### src/rtl/user_irq_pkg.sv
// Shared constants for the user interrupt generator: register offsets,
// STATUS/CTRL bit positions, irq line indices and byte-enable helpers.
// Pure declarations; no logic, no latency, no flow control.
package user_irq_pkg;

    // Register byte offsets inside the 256-byte Wishbone window
    localparam logic [7:0] OFF_CTRL   = 8'h00;
    localparam logic [7:0] OFF_LOAD   = 8'h04;
    localparam logic [7:0] OFF_COUNT  = 8'h08;
    localparam logic [7:0] OFF_EDGE   = 8'h0C;
    localparam logic [7:0] OFF_STATUS = 8'h10;
    localparam logic [7:0] OFF_MASK   = 8'h14;
    localparam logic [7:0] OFF_SWSET  = 8'h18;

    // STATUS / MASK bit positions
    localparam int ST_TIMER    = 0;
    localparam int ST_EDGE_LSB = 8;
    localparam int ST_SW       = 31;

    // CTRL bit positions
    localparam int CTRL_TEN  = 0;
    localparam int CTRL_AUTO = 1;

    // EDGE register: rise enables at bit 0, fall enables at this offset
    localparam int EDGE_FALL_LSB = 16;

    // irq line indices
    localparam int IRQ_TIMER = 0;
    localparam int IRQ_EDGE  = 1;
    localparam int IRQ_SW    = 2;

    // Expand 4 byte enables into a 32-bit write mask
    function automatic logic [31:0] sel_mask(input logic [3:0] sel);
        logic [31:0] m;
        m = '0;
        for (int b = 0; b < 4; b++) begin
            m[b*8 +: 8] = {8{sel[b]}};
        end
        return m;
    endfunction

    // Implemented STATUS/MASK bits for a given source count
    function automatic logic [31:0] status_bits(input int nsrc);
        logic [31:0] m;
        m = '0;
        m[ST_TIMER] = 1'b1;
        m[ST_SW]    = 1'b1;
        for (int i = 0; i < nsrc; i++) begin
            m[ST_EDGE_LSB + i] = 1'b1;
        end
        return m;
    endfunction

    // Implemented EDGE bits for a given source count
    function automatic logic [31:0] edge_bits(input int nsrc);
        logic [31:0] m;
        m = '0;
        for (int i = 0; i < nsrc; i++) begin
            m[i]                 = 1'b1;
            m[EDGE_FALL_LSB + i] = 1'b1;
        end
        return m;
    endfunction

endpackage

### src/rtl/user_irq_edge_sync.sv
// Per-source 2-flop synchronizer, history flop and rise/fall detectors.
// Latency: input sampled at edge S shows as a 1-cycle rise_o/fall_o pulse after S+1.
// No backpressure; pulses shorter than a clock period may be lost.
// Ports: clk_i/rst_i clock and async active-high reset, src_i async input,
//        rise_o/fall_o one-cycle edge pulses of the synchronized signal.
module user_irq_edge_sync
    import user_irq_pkg::*;
(
    input  logic clk_i,
    input  logic rst_i,
    input  logic src_i,
    output logic rise_o,
    output logic fall_o
);

    logic sync1_q;
    logic sync2_q;
    logic hist_q;

    always_ff @(posedge clk_i or posedge rst_i) begin
        if (rst_i) begin
            sync1_q <= 1'b0;
            sync2_q <= 1'b0;
            hist_q  <= 1'b0;
        end else begin
            sync1_q <= src_i;
            sync2_q <= sync1_q;
            hist_q  <= sync2_q;
        end
    end

    assign rise_o =  sync2_q & ~hist_q;
    assign fall_o = ~sync2_q &  hist_q;

endmodule

### src/rtl/user_irq_gen.sv
// Wishbone-programmable interrupt source: timer, edge detectors and software bit.
// Latency: ack one cycle after a hit; irq_o registered one cycle after STATUS.
// No stall: every hit is acked next cycle; a strobe held during ack is ignored.
// Ports: wb_clk_i/wb_rst_i clock and async reset; wbs_* Wishbone slave;
//        src_i asynchronous edge inputs; irq_o {software, edge group, timer}.
module user_irq_gen
    import user_irq_pkg::*;
#(
    parameter logic [31:0] BASE_ADR = 32'h3000_0000,
    parameter int          NSRC     = 8
) (
    input  logic            wb_clk_i,
    input  logic            wb_rst_i,
    input  logic            wbs_cyc_i,
    input  logic            wbs_stb_i,
    input  logic            wbs_we_i,
    input  logic [3:0]      wbs_sel_i,
    input  logic [31:0]     wbs_adr_i,
    input  logic [31:0]     wbs_dat_i,
    output logic            wbs_ack_o,
    output logic [31:0]     wbs_dat_o,
    input  logic [NSRC-1:0] src_i,
    output logic [2:0]      irq_o
);

    localparam logic [31:0] ST_VALID   = status_bits(NSRC);
    localparam logic [31:0] EDGE_VALID = edge_bits(NSRC);

    logic [1:0]  ctrl_q,   ctrl_d;
    logic [31:0] load_q,   load_d;
    logic [31:0] count_q,  count_d;
    logic [31:0] edge_q,   edge_d;
    logic [31:0] status_q, status_d;
    logic [31:0] mask_q,   mask_d;
    logic [2:0]  irq_q,    irq_d;
    logic        ack_q,    ack_d;
    logic [31:0] dat_q,    dat_d;

    logic        hit;
    logic        wr;
    logic [7:0]  off;
    logic [31:0] wmask;
    logic [31:0] w1c;
    logic [31:0] hw_set;
    logic [31:0] rdata;
    logic        timer_fire;
    logic [NSRC-1:0] rise;
    logic [NSRC-1:0] fall;
    logic [NSRC-1:0] edge_hit;

    // The ~ack_q term keeps a strobe still held in the ack cycle from
    // counting as a second request.
    assign hit   = wbs_cyc_i & wbs_stb_i & ~ack_q &
                   (wbs_adr_i[31:8] == BASE_ADR[31:8]);
    assign wr    = hit & wbs_we_i;
    assign off   = wbs_adr_i[7:0];
    assign wmask = sel_mask(wbs_sel_i);

    for (genvar i = 0; i < NSRC; i++) begin : g_src
        user_irq_edge_sync u_sync (
            .clk_i  (wb_clk_i),
            .rst_i  (wb_rst_i),
            .src_i  (src_i[i]),
            .rise_o (rise[i]),
            .fall_o (fall[i])
        );
    end

    assign edge_hit   = (rise & edge_q[NSRC-1:0]) |
                        (fall & edge_q[EDGE_FALL_LSB +: NSRC]);
    assign timer_fire = ctrl_q[CTRL_TEN] & (count_q == 32'd0);

    always_comb begin
        hw_set                        = '0;
        hw_set[ST_TIMER]              = timer_fire;
        hw_set[ST_EDGE_LSB +: NSRC]   = edge_hit;
        hw_set[ST_SW]                 = wr & (off == OFF_SWSET) &
                                        wbs_sel_i[0] & wbs_dat_i[0];
    end

    always_comb begin
        ctrl_d = ctrl_q;
        load_d = load_q;
        edge_d = edge_q;
        mask_d = mask_q;
        w1c    = '0;

        // One-shot expiry drops TEN; a CTRL write in the same cycle overrides.
        if (timer_fire && !ctrl_q[CTRL_AUTO]) begin
            ctrl_d[CTRL_TEN] = 1'b0;
        end

        if (wr) begin
            case (off)
                OFF_CTRL:   ctrl_d = (ctrl_d & ~wmask[1:0]) | (wbs_dat_i[1:0] & wmask[1:0]);
                OFF_LOAD:   load_d = (load_q & ~wmask) | (wbs_dat_i & wmask);
                OFF_EDGE:   edge_d = ((edge_q & ~wmask) | (wbs_dat_i & wmask)) & EDGE_VALID;
                OFF_STATUS: w1c    = wbs_dat_i & wmask;
                OFF_MASK:   mask_d = ((mask_q & ~wmask) | (wbs_dat_i & wmask)) & ST_VALID;
                default:    ;
            endcase
        end

        // Timer: load on TEN 0->1, otherwise count down / reload / hold at 0
        count_d = count_q;
        if (!ctrl_q[CTRL_TEN] && ctrl_d[CTRL_TEN]) begin
            count_d = load_q;
        end else if (ctrl_q[CTRL_TEN]) begin
            if (count_q == 32'd0) begin
                if (ctrl_q[CTRL_AUTO]) begin
                    count_d = load_q;
                end
            end else begin
                count_d = count_q - 32'd1;
            end
        end

        // Hardware sets win over a same-cycle W1C
        status_d = ((status_q & ~w1c) | hw_set) & ST_VALID;

        irq_d            = '0;
        irq_d[IRQ_TIMER] = status_q[ST_TIMER] & mask_q[ST_TIMER];
        irq_d[IRQ_EDGE]  = |(status_q[ST_EDGE_LSB +: NSRC] & mask_q[ST_EDGE_LSB +: NSRC]);
        irq_d[IRQ_SW]    = status_q[ST_SW] & mask_q[ST_SW];
    end

    always_comb begin
        rdata = '0;
        case (off)
            OFF_CTRL:   rdata = {30'd0, ctrl_q};
            OFF_LOAD:   rdata = load_q;
            OFF_COUNT:  rdata = count_q;
            OFF_EDGE:   rdata = edge_q;
            OFF_STATUS: rdata = status_q;
            OFF_MASK:   rdata = mask_q;
            default:    rdata = '0;
        endcase
        ack_d = hit;
        dat_d = (hit && !wbs_we_i) ? rdata : 32'd0;
    end

    always_ff @(posedge wb_clk_i or posedge wb_rst_i) begin
        if (wb_rst_i) begin
            ctrl_q   <= '0;
            load_q   <= '0;
            count_q  <= '0;
            edge_q   <= '0;
            status_q <= '0;
            mask_q   <= '0;
            irq_q    <= '0;
            ack_q    <= 1'b0;
            dat_q    <= '0;
        end else begin
            ctrl_q   <= ctrl_d;
            load_q   <= load_d;
            count_q  <= count_d;
            edge_q   <= edge_d;
            status_q <= status_d;
            mask_q   <= mask_d;
            irq_q    <= irq_d;
            ack_q    <= ack_d;
            dat_q    <= dat_d;
        end
    end

    assign wbs_ack_o = ack_q;
    assign wbs_dat_o = dat_q;
    assign irq_o     = irq_q;

endmodule

### config.mk
export PLATFORM = sky130hd
export DESIGN_NAME = user_irq_gen
export DESIGN_NICKNAME = d
export VERILOG_FILES = /design/src/rtl/user_irq_pkg.sv /design/src/rtl/user_irq_edge_sync.sv /design/src/rtl/user_irq_gen.sv
export SDC_FILE = /design/constraint.sdc
export NUM_CORES = 1
export LEC_CHECK = 0
export ABC_AREA = 1
export CORE_MARGIN = 3
export CORE_UTILIZATION = 55
export DETAILED_ROUTE_END_ITERATION = 7
export GPL_ROUTABILITY_DRIVEN = 1
export MAX_ROUTING_LAYER = met4
export PLACE_DENSITY = 0.87
export SYNTH_ARGS = -nofsm -noshare
export SYNTH_HDL_FRONTEND = slang
export SYNTH_SLANG_ARGS = --single-unit
export TNS_END_PERCENT = 20
### constraint.sdc
create_clock -name wb_clk_i -period 7.7 [get_ports wb_clk_i]
set_input_delay 1.54 -clock wb_clk_i [delete_from_list [all_inputs] [get_ports wb_clk_i]]
set_output_delay 1.54 -clock wb_clk_i [all_outputs]
set_load 0.01 [all_outputs]
==> run summary <==
===========================================================================
Worst slack after detailed placement                                3530 ps
Unrepaired setup endpoints after global routing                       false
Clock latency on the worst-skew pair                                 430 ps
First element of the critical path                                wbs_cyc_i
Die ar.                                                           16600 um2
Post-CTS setup buffer count                                               0
Initial Utilization                                                   56.7%
Clock-pin slew on the worst setup and hold paths                      70 ps
Die boundary width                                                   129 um
WL/cell                                                             16.8 um
Buffers & Inverters on Critical Path                                      2
CP max-delay cell                                                    nor4_1
Count of hold buffers inserted by post-cts repair                         0
Number of clock buffers inserted by TritonCTS                            17
Number of maximum-capacitance violations                                  0
Endpoint kind of the worst setup timing path                       register
Number of synthesis warnings                                              0
Crit Path Max Fanout                                                     16
Post-Place Cells                                                       1361
Number of diodes                                                          0
Final Core Density                                                    69.5%
Die height                                                           129 um
Worst clock skew on the final layout                                7.32 ps
Final setup violation count                                               0
Post-cts gate resize count                                                0
Worst-Margin Slew                                                   1080 ps
Pin count of the biggest net entering global routing                    100
Sequential share of power                                             48.2%
Cell Chain, Critical Path                                      clkdlybuf4s50_1, nand2_1, inv_1, nand2_1, nor2_1, nand2_1, nor4_1, nand2_1, o21ai_0
Ports                                                                   117
Sum of negative setup slack                                            0 ps
Final instance count without filler cells                              1393
Wire length of the first global-routing pass                       38300 um
Routed vias/inst                                                       5.69
Worst path setup slack after routing                                3810 ps
Critical Path Max Stage Delay                                        830 ps
P&R area growth vs syn                                                22.4%
Hold violation total from the final report                                0
Worst Setup Start Kind                                           input port
Category of the critical setup timing path                     input port to register
Number of nets still failing antenna checks after routing                 0
Post-synth top flop                                                 dfrtp_1
Standard-cell row count                                                  44
Gate Count Post-Synth                                                  1092
Most prevalent standard cell on the critical path                   nand2_1
Initial antenna violation count                                           0
H-tree Lvls                                                               4
Number of sinks driven by the clock tree                                162
Number of port buffers                                                  116
Internal                                                            1360 uW
Number of enable flip-flop cells after synthesis                          0
Worst hold margin                                                    350 ps
Overflow after GRT                                                        0
Pwr Density                                                      176 nW/um2
HPWL after detailed placement                                      16100 um
Core area                                                         14600 um2
Standby leakage power                                            0.00465 uW
Relative contribution of combinational cells to total power            4.5%
Routability congestion estimate from global placement                 0.948
Result of the run                                              finished clean
Netlist area before placement                                      8310 um2
CP Data Required Time                                               8030 ps
TritonCTS clock tree                                                    yes
Hold_sp                                                        g_src[1].u_sync.sync1_q$_DFF_PP0_
Post-synthesis sequential area ratio                                  48.8%
Max Transition Viols Final                                                0
Worst voltage drop across the vdd grid                               151 uV
Overall via count from detail_route                                    7926
Number of buffers on the longest clock path                               2
Detailed-router iteration count before antenna repair                     6
Largest area contributor in the netlist                             dfrtp_1
Leading cell types by total area after synthesis               dfrtp_1 49%, nand2_1 16%, nand3_1 5.9%
Achievable frequency                                                257 MHz
Drt first-iter violations                                              1024
Clock group share of total power                                      47.3%
Arrival time reported for the critical path endpoint                4220 ps
Count of different cell masters after synthesis                          39
Number of global-route vias before repair                              7553
Library cell used as clock root buffer                            clkbuf_16
Number of nets in the layout                                           1279
Most common cell after layout, fill and taps aside                  nand2_1
Crit Reg-Reg Startpoint                                        count_q[7]$_DFFE_PP0P_
Yosys top cell area share                                             48.8%
Share of flip-flops with an asynchronous set or reset                  100%
Average instance area after synthesis                              7.61 um2
Slew margin rel.                                                      27.9%
Final cycle utilization of the critical path                          50.5%
Synthesized flop and latch total                                        162
Total Wirelength                                                   23500 um
Class of the tightest hold or removal check                    register to register
Fraction of final layout cells sized beyond drive strength 1          6.78%
Synth Net Count                                                        1175
Switching power                                                      428 uW
Kind of cell adding the most delay to the critical path        simple AND/OR/NAND/NOR gates
Total global-route track usage                                        30.1%
Switching part of the total power                                     23.9%
DRC violation count after routing                                         0
Commonest cells after routing, fill and taps aside             351 x nand2_1, 162 x dfrtp_1, 118 x inv_1
Post-route minimum period                                           3890 ps
===========================================================================
stage by stage:
step | power (uW) | area [um2]
2_1_floorplan | 904 | 8310
3_3_place_gp | 956 | 9580
3_5_place_dp | 958 | 9580
4_1_cts | 1790 | 10200
5_1_grt | 1840 | 10200
6_report | 1790 | 10200
cells by family (layout without fill, tap and decap cells):
family / Yosys count / count (layout) / share of synthesized area (%)
simple gates: 611 / 611 / 31.4
flops: 162 / 162 / 48.8
buf+inv: 159 / 276 / 7.59
compound gates: 139 / 139 / 9.94
xor+xnor: 19 / 19 / 2.00
fa+ha+maj: 2 / 2 / 0.301
power groups by stage:
stage | clock network, uW | registers [uW] | logic, uW
2_1_floorplan | 0 | 876 | 27.8
3_3_place_gp | 0 | 876 | 80.5
3_5_place_dp | 0 | 877 | 81.9
4_1_cts | 851 | 860 | 82.3
5_1_grt | 893 | 861 | 90.2
6_report | 845 | 861 | 81.2
path summary, 6_finish.rpt:
path | cells past startpoint | endpoint | slack [ps]
setup / recovery | 9 | register | 3810
hold / removal | 0 | g_src[1].u_sync.sync2_q$_DFF_PP0_ | 350
setup reg to reg | 13 | count_q[3]$_DFFE_PP0P_ | 4450
hold reg to reg | 0 | g_src[1].u_sync.sync2_q$_DFF_PP0_ | 350
max in group asynchronous | 3 | asynchronous set/reset pin | 4710
min in group asynchronous | 2 | g_src[6].u_sync.sync1_q$_DFF_PP0_ | 1650
routing by layer:
metal / vias up / track usage (%) / part of all wire [%]
met4: 0 / 12.1 / 3.5
met1: 3723 / 38.4 / 41
met5: - / - / 0
met3: 65 / 7.14 / 8.4
met2: 420 / 46.6 / 48
li1: 3718 / - / -
cell usage after synthesis (all sizes together) (3+ instances only):
master  instances
xor2           14
clkbuf         24
nand4          25
buf            12
nor2          115
inv           123
a21oi          32
xnor2           5
o22ai           7
or2             4
a221oi          4
o21bai          3
nand2         359
nand3          99
o21ai          68
nor4            4
dfrtp         162
a31oi          22
final cells by class:
type	count	area, um2
fillers	1168	4470
flip-flops and latches	162	4050
multi-input cells	771	3630
repair buffers	121	1200
inverters	123	467
clock buffers	17	425
well taps	184	230
clock inverters	15	165
(Power assumes the default switching activity.)
